$ cat config.mk
export PLATFORM = sky130hd
export DESIGN_NAME = fifo_line_reader_flat
export DESIGN_NICKNAME = d
export VERILOG_FILES = /design/src/rtl/fifo_line_reader_if.sv /design/src/rtl/fifo_line_reader.sv /design/src/flat_wrapper.sv
export SDC_FILE = /design/constraint.sdc
export NUM_CORES = 1
export LEC_CHECK = 0
export CORE_MARGIN = 4
export CORE_UTILIZATION = 45
export CTS_BUF_LIST = sky130_fd_sc_hd__clkbuf_8
export DETAILED_ROUTE_END_ITERATION = 10
export PLACE_DENSITY = 0.69
export RECOVER_POWER = 50
export SLEW_MARGIN = 20
export SYNTH_ARGS = -nofsm -noshare
export SYNTH_HDL_FRONTEND = slang
export SYNTH_SLANG_ARGS = --single-unit
$ cat constraint.sdc
create_clock -name clk -period 2.3 [get_ports clk]
set_input_delay 0.575 -clock clk [delete_from_list [all_inputs] [get_ports clk]]
set_output_delay 0.575 -clock clk [all_outputs]
set_load 0.02 [all_outputs]
$ cat src/rtl/fifo_line_reader_if.sv
// Handshake bundle between the line reader, its prefetch FIFO read port and
// the downstream pixel consumer.
interface fifo_line_reader_if #(
  parameter int DATA_WIDTH = 16
);
  logic                  fifo_rd_en;
  logic                  fifo_rd_vld;
  logic [DATA_WIDTH-1:0] fifo_rd_data;
  logic                  o_valid;
  logic                  o_ready;
  logic [DATA_WIDTH-1:0] o_data;
  logic                  o_sof;
  logic                  o_sol;
  logic                  o_eol;
  logic                  o_eof;

  modport master (
    output fifo_rd_en,
    input  fifo_rd_vld,
    input  fifo_rd_data,
    output o_valid,
    input  o_ready,
    output o_data,
    output o_sof,
    output o_sol,
    output o_eol,
    output o_eof
  );

  modport slave (
    input  fifo_rd_en,
    output fifo_rd_vld,
    output fifo_rd_data,
    input  o_valid,
    output o_ready,
    input  o_data,
    input  o_sof,
    input  o_sol,
    input  o_eol,
    input  o_eof
  );
endinterface

$ cat src/rtl/fifo_line_reader.sv
// Pops pixels from a first-word-fall-through FIFO and emits them as framed
// lines (sof/sol/eol/eof) with idle blanking cycles between lines.
module fifo_line_reader #(
  parameter int DATA_WIDTH = 16,
  parameter int H_ACTIVE   = 1280,
  parameter int V_ACTIVE   = 720,
  parameter int H_BLANK    = 16
) (
  input  logic                  clk,
  input  logic                  rst,
  input  logic                  start,
  fifo_line_reader_if.master    bus,
  output logic                  busy,
  output logic                  frame_done,
  output logic [15:0]           underflow_cnt
);

  typedef enum logic [1:0] {
    IDLE,
    ACTIVE,
    HBLANK
  } state_t;

  localparam logic [11:0] X_LAST = 12'(H_ACTIVE - 1);
  localparam logic [11:0] Y_LAST = 12'(V_ACTIVE - 1);
  localparam logic [11:0] B_LAST = 12'(H_BLANK - 1);

  state_t                state;
  state_t                state_nxt;
  logic [11:0]           x_cnt;
  logic [11:0]           y_cnt;
  logic [11:0]           blank_cnt;
  logic                  valid_q;
  logic [DATA_WIDTH-1:0] data_q;
  logic                  sof_q;
  logic                  sol_q;
  logic                  eol_q;
  logic                  eof_q;
  logic                  can_take;
  logic                  pop;
  logic                  x_last;
  logic                  y_last;

  // The output register can take a new word when empty or being drained.
  assign can_take       = ~valid_q | bus.o_ready;
  assign pop            = (state == ACTIVE) & bus.fifo_rd_vld & can_take;
  assign x_last         = (x_cnt == X_LAST);
  assign y_last         = (y_cnt == Y_LAST);
  assign bus.fifo_rd_en = pop;
  assign bus.o_valid    = valid_q;
  assign bus.o_data     = data_q;
  assign bus.o_sof      = sof_q;
  assign bus.o_sol      = sol_q;
  assign bus.o_eol      = eol_q;
  assign bus.o_eof      = eof_q;
  assign busy           = (state != IDLE);

  always_ff @(posedge clk) begin
    if (rst) begin
      state <= IDLE;
    end else begin
      state <= state_nxt;
    end
  end

  always_comb begin
    state_nxt = state;
    case (state)
      IDLE: begin
        if (start) begin
          state_nxt = ACTIVE;
        end
      end
      ACTIVE: begin
        if (pop && x_last) begin
          if (y_last) begin
            state_nxt = IDLE;
          end else if (H_BLANK > 0) begin
            state_nxt = HBLANK;
          end
        end
      end
      HBLANK: begin
        if (blank_cnt == B_LAST) begin
          state_nxt = ACTIVE;
        end
      end
      default: state_nxt = IDLE;
    endcase
  end

  // Pixel position within the frame advances on every pop.
  always_ff @(posedge clk) begin
    if (rst) begin
      x_cnt <= '0;
      y_cnt <= '0;
    end else if (state == IDLE && start) begin
      x_cnt <= '0;
      y_cnt <= '0;
    end else if (pop) begin
      if (x_last) begin
        x_cnt <= '0;
        y_cnt <= y_last ? 12'd0 : y_cnt + 12'd1;
      end else begin
        x_cnt <= x_cnt + 12'd1;
      end
    end
  end

  always_ff @(posedge clk) begin
    if (rst) begin
      blank_cnt <= '0;
    end else if (state == HBLANK && state_nxt == HBLANK) begin
      blank_cnt <= blank_cnt + 12'd1;
    end else begin
      blank_cnt <= '0;
    end
  end

  // Flags are captured alongside the popped word so they stay aligned under stall.
  always_ff @(posedge clk) begin
    if (rst) begin
      valid_q <= 1'b0;
      data_q  <= '0;
      sof_q   <= 1'b0;
      sol_q   <= 1'b0;
      eol_q   <= 1'b0;
      eof_q   <= 1'b0;
    end else if (pop) begin
      valid_q <= 1'b1;
      data_q  <= bus.fifo_rd_data;
      sol_q   <= (x_cnt == 12'd0);
      eol_q   <= x_last;
      sof_q   <= (x_cnt == 12'd0) && (y_cnt == 12'd0);
      eof_q   <= x_last && y_last;
    end else if (valid_q && bus.o_ready) begin
      valid_q <= 1'b0;
    end
  end

  always_ff @(posedge clk) begin
    if (rst) begin
      frame_done <= 1'b0;
    end else begin
      frame_done <= pop & x_last & y_last;
    end
  end

  // A starved cycle is one where a word could have been taken but none was there.
  always_ff @(posedge clk) begin
    if (rst) begin
      underflow_cnt <= '0;
    end else if (state == ACTIVE && !bus.fifo_rd_vld && can_take &&
                 underflow_cnt != 16'hFFFF) begin
      underflow_cnt <= underflow_cnt + 16'd1;
    end
  end

endmodule

$ cat src/flat_wrapper.sv
// flat-port wrapper written by rule: the top's interface ports become plain ports
module fifo_line_reader_flat 
#(
  parameter int DATA_WIDTH = 16,
  parameter int H_ACTIVE   = 1280,
  parameter int V_ACTIVE   = 720,
  parameter int H_BLANK    = 16
)
  (clk, rst, start, busy, frame_done, underflow_cnt, bus_fifo_rd_en, bus_fifo_rd_vld, bus_fifo_rd_data, bus_o_valid, bus_o_ready, bus_o_data, bus_o_sof, bus_o_sol, bus_o_eol, bus_o_eof);
  fifo_line_reader_if #(.DATA_WIDTH(DATA_WIDTH)) bus_i ();
  input  logic clk;
  input  logic rst;
  input  logic start;
  output logic busy;
  output logic frame_done;
  output logic [15:0] underflow_cnt;
  output wire logic [$bits(bus_i.fifo_rd_en)-1:0] bus_fifo_rd_en;
  input wire logic [$bits(bus_i.fifo_rd_vld)-1:0] bus_fifo_rd_vld;
  input wire logic [$bits(bus_i.fifo_rd_data)-1:0] bus_fifo_rd_data;
  output wire logic [$bits(bus_i.o_valid)-1:0] bus_o_valid;
  input wire logic [$bits(bus_i.o_ready)-1:0] bus_o_ready;
  output wire logic [$bits(bus_i.o_data)-1:0] bus_o_data;
  output wire logic [$bits(bus_i.o_sof)-1:0] bus_o_sof;
  output wire logic [$bits(bus_i.o_sol)-1:0] bus_o_sol;
  output wire logic [$bits(bus_i.o_eol)-1:0] bus_o_eol;
  output wire logic [$bits(bus_i.o_eof)-1:0] bus_o_eof;
  assign bus_fifo_rd_en = bus_i.fifo_rd_en;
  assign bus_i.fifo_rd_vld = bus_fifo_rd_vld;
  assign bus_i.fifo_rd_data = bus_fifo_rd_data;
  assign bus_o_valid = bus_i.o_valid;
  assign bus_i.o_ready = bus_o_ready;
  assign bus_o_data = bus_i.o_data;
  assign bus_o_sof = bus_i.o_sof;
  assign bus_o_sol = bus_i.o_sol;
  assign bus_o_eol = bus_i.o_eol;
  assign bus_o_eof = bus_i.o_eof;
  fifo_line_reader #(.DATA_WIDTH(DATA_WIDTH), .H_ACTIVE(H_ACTIVE), .V_ACTIVE(V_ACTIVE), .H_BLANK(H_BLANK)) u_core (.clk(clk), .rst(rst), .start(start), .bus(bus_i), .busy(busy), .frame_done(frame_done), .underflow_cnt(underflow_cnt));
endmodule
==> results of run 1 <==
[registers in the layout, indices dropped and copies added, names as in the netlist]
register              count
u_core.bus.o_eol          1
u_core.frame_done         1
u_core.bus.o_data        16
u_core.x_cnt             12
u_core.bus.o_valid        1
u_core.bus.o_eof          1
u_core.state              2
u_core.bus.o_sol          1
u_core.bus.o_sof          1
u_core.blank_cnt         12
u_core.underflow_cnt     16
u_core.y_cnt             12
[worst register-to-register path, cell delays in order (launching register included)]
cell	delay, ps
dfxtp_1	350
or4_1	550
or4_1	640
o31ai_4	270
buf_4	170
a21oi_1	40
[logic make-up (layout without fill, tap and decap cells)]
kind of cell	Yosys count	after routing	share of synthesized area, %
AOI/OAI and AO/OA	95	95	16.6
buffers and inverters	35	114	3.85
muxes	4	4	1.21
xor gates and xnor gates	14	14	3.49
adders and majority gates	6	6	2.14
and+or+nand+nor	191	191	29.3
DFF	76	76	43.4
[cells in the final DEF, fill, tap and decap left out, types with 9 or more instances in the layout]
cell type / synthesis / layout
dfxtp_1: 76 / 76
nor2_1: 24 / 24
nand3_1: 20 / 20
clkbuf_8: 0 / 9
o21ai_0: 9 / 10
nand4_1: 19 / 19
inv_1: 13 / 13
dlygate4sd3_1: 0 / 16
nand2_1: 58 / 58
clkdlybuf4s50_1: 0 / 43
buf_4: 0 / 19
a21oi_1: 49 / 49
or4_1: 21 / 21
o31ai_1: 18 / 18
[layer usage]
layer	routed length [um]	share of wire (%)	GRT usage, %
met4	138	1.6	7.24
met3	406	4.7	5.55
met2	4050	47	30.6
met5	0	0	0
met1	3980	46	23.7
[power by group through the flow]
stage	registers [mW]	logic (mW)	clock network (mW)
after floorplan	1.39	0.0810	0
after global placement	1.37	0.211	0
after detailed placement	1.38	0.212	0
after CTS	1.34	0.213	1.09
after global routing	1.35	0.222	1.15
final	1.34	0.202	1.06
[through the flow]
step,cells,setup TNS [ps]
4_1_cts,599,0
3_5_place_dp,583,-2240
5_1_grt,599,-68.4
3_3_place_gp,583,-1710
2_1_floorplan,421,0
6_report,599,0
[cell usage after synthesis (2+ instances only)]
| master | number | area (sq um) |
|---|---|---|
| o211ai_1 | 2 | 15.0 |
| o21ai_1 | 3 | 15.0 |
| nand4_1 | 19 | 119 |
| or3_1 | 7 | 43.8 |
| nand3_1 | 20 | 100 |
| o41ai_1 | 4 | 35.0 |
| nor3b_1 | 2 | 15.0 |
| or4_1 | 21 | 158 |
| mux2i_1 | 2 | 20.0 |
| nor4_1 | 8 | 50.1 |
| o21ai_0 | 9 | 45.0 |
| and2_1 | 4 | 25.0 |
| nor2_1 | 24 | 90.1 |
| o311ai_1 | 2 | 17.5 |
| and3_1 | 6 | 37.5 |
| xnor2_1 | 6 | 52.6 |
| a21oi_1 | 49 | 245 |
| nand2_1 | 58 | 218 |
| nand3b_1 | 2 | 15.0 |
| dfxtp_1 | 76 | 1520 |
| xor2_1 | 8 | 70.1 |
| o31ai_1 | 18 | 135 |
| nor2b_1 | 4 | 25.0 |
| a2111oi_0 | 2 | 17.5 |
| ha_1 | 6 | 75.1 |
| nor3_1 | 2 | 10.0 |
| and4_1 | 6 | 52.6 |
| buf_2 | 3 | 15.0 |
| clkbuf_1 | 16 | 60.1 |
| inv_1 | 13 | 48.8 |
| mux2_1 | 2 | 22.5 |
| a31oi_1 | 2 | 12.5 |
[cell type report]
class	count	share of cell area, %
Multi-Input combinational cell	310	41.0
Sequential cell	76	33.6
Timing Repair Buffer	83	16.7
Clock buffer	9	2.74
Tap cell	99	2.74
Clock inverter	7	1.85
Inverter	15	1.25
[path summary, 6_finish.rpt]
kind              cells after the start  slack [ps]                                    end                           start
setup / recovery                      7         110  u_core.underflow_cnt[13]$_SDFFE_PP0P_                 bus_fifo_rd_vld
hold / removal                        1         440         u_core.blank_cnt[0]$_SDFF_PP0_  u_core.blank_cnt[0]$_SDFF_PP0_
setup reg to reg                      5         150           u_core.y_cnt[9]$_SDFFE_PP0N_    u_core.y_cnt[8]$_SDFFE_PP0N_
hold reg to reg                       1         440         u_core.blank_cnt[0]$_SDFF_PP0_  u_core.blank_cnt[0]$_SDFF_PP0_
[timing repair]
item / CTS / global route
setup endpoints to repair: 1 / 3
hold buffers: 0 / 0
setup buffers: 0 / 0
resized for setup: 3 / 3
cloned: 0 / 0
==> metrics.yaml, run 1 <==
cpLargestDelayFamily: "buffers and inverters"
crit_path_max_fanout: 5
worst_hold_slack_ps: 441
cp_common_cell: "buf_4"
cap_violations: 0
powerDensity_mw_per_mm2: 577
io_buffers: 60
finalPower_mw: 2.61
start_util_pct: 47.4
drive_gt1_share_pct: 8.80
combPwrFrac_pct: 7.8
finalWorstSetupSlack_ps: 106
antenna_found_initial: 0
vias: 3367
ys_seq_area_share_pct: 43.4
antenna_cells: 0
syn-instance-count: 421
synth_edf_count: 0
core-area_sq_mm: 0.00741
max_stage_delay_ps: 440
htreeDepth: 3
routed_wl_mm: 8.58
grt_first_pass_wirelength_mm: 13.9
multi_input_area_sq_mm: 0.00186
grt.total_usage_pct: 18.9
drc: 0
cp_cell_sequence: "clkdlybuf4s50_1 > buf_4 > nor3b_1 > buf_4 > nand4_1 > a2111oi_1 > mux2_1"
end_kind: "flip-flop"
startpoint_type: "primary input"
power.internal_mw: 1.94
placed_area_sq_mm: 0.00433
final_cell_area_sq_mm: 0.00452
p_switching_mw: 0.665
dieWidth_um: 96.3
first_iter_violations: 135
finalSetupViolCount: 0
fp-row-count: 31
finalNetCount: 522
fin_crit_sh_pct: 95.4
maxSlewViolCount: 0
hpwl_mm: 6.07
fill_cells: 672
wl_per_cell_um: 14.3
grt_pass1_vias: 3047
drt_first_pass_iters: 4
die_h_um: 96.3
maxSlewHeadroom_pct: 64.2
netlist_area_sq_mm: 0.00351
numCtsBuffers: 9
skew_ps: 9.21
ys_types: 47
clock_power_share_pct: 40.8
gp_congestion: 0.836
fin_crit_ps: 2190
hold_viol: 0
syn-mean-instance-area_sq_um: 8.34
tritoncts: "built"
async_reset_ff_share_pct: 0
ys_ff_latch: 76
critPathRequiredTime_ps: 2550
leakagePower_nw: 1.50
status: "completed"
cp.arrival_ps: 2440
critPathBufInv: 3
syn_nets: 448
synth_warnings: 0
clockBufferDepth: 2
ir_worst_vdd_mv: 0.455
cp_slowest_cell: "clkdlybuf4s50_1"
pwr-share-seq_pct: 51.5
area_growth_pct: 28.8
clk_pin_slew_ps: 90
seq_area_sq_mm: 0.00152
fmax_mhz: 456
ant_nets: 0
final_core_util_pct: 61.0
via_per_inst: 5.62
insertion_delay_ps: 360
path_class: "in -> reg"
cts-root-buf: "clkbuf_8"
switching_share_pct: 25.5
post-place-ws_ps: -314
io_pins: 61
die_area_sq_mm: 0.00928
cts.sinks: 76
hold_class: "reg -> reg"
grt_max_degree: 38
worstMarginPinSlew_ps: 532
synthFlopType: "dfxtp_1"
globalRouteOverflowTotal: 0
Power figures use the tool's default switching activity.
==> run 2, diff against run 1 <==
--- a/config.mk
+++ b/config.mk
@@ -11,7 +11,7 @@
 export DETAILED_ROUTE_END_ITERATION = 10
 export PLACE_DENSITY = 0.69
 export RECOVER_POWER = 50
-export SLEW_MARGIN = 20
+export SLEW_MARGIN = 5
 export SYNTH_ARGS = -nofsm -noshare
 export SYNTH_HDL_FRONTEND = slang
 export SYNTH_SLANG_ARGS = --single-unit
==> results of run 2 <==
Final layout, timing and power as in run 1 (identical DEF).
==> run 3, diff against run 2 <==
--- a/config.mk
+++ b/config.mk
@@ -5,6 +5,7 @@
 export SDC_FILE = /design/constraint.sdc
 export NUM_CORES = 1
 export LEC_CHECK = 0
+export ABC_CLOCK_PERIOD_IN_PS = 2300
 export CORE_MARGIN = 4
 export CORE_UTILIZATION = 45
 export CTS_BUF_LIST = sky130_fd_sc_hd__clkbuf_8
==> results of run 3 <==
Final layout, timing and power as in run 1 (identical DEF).
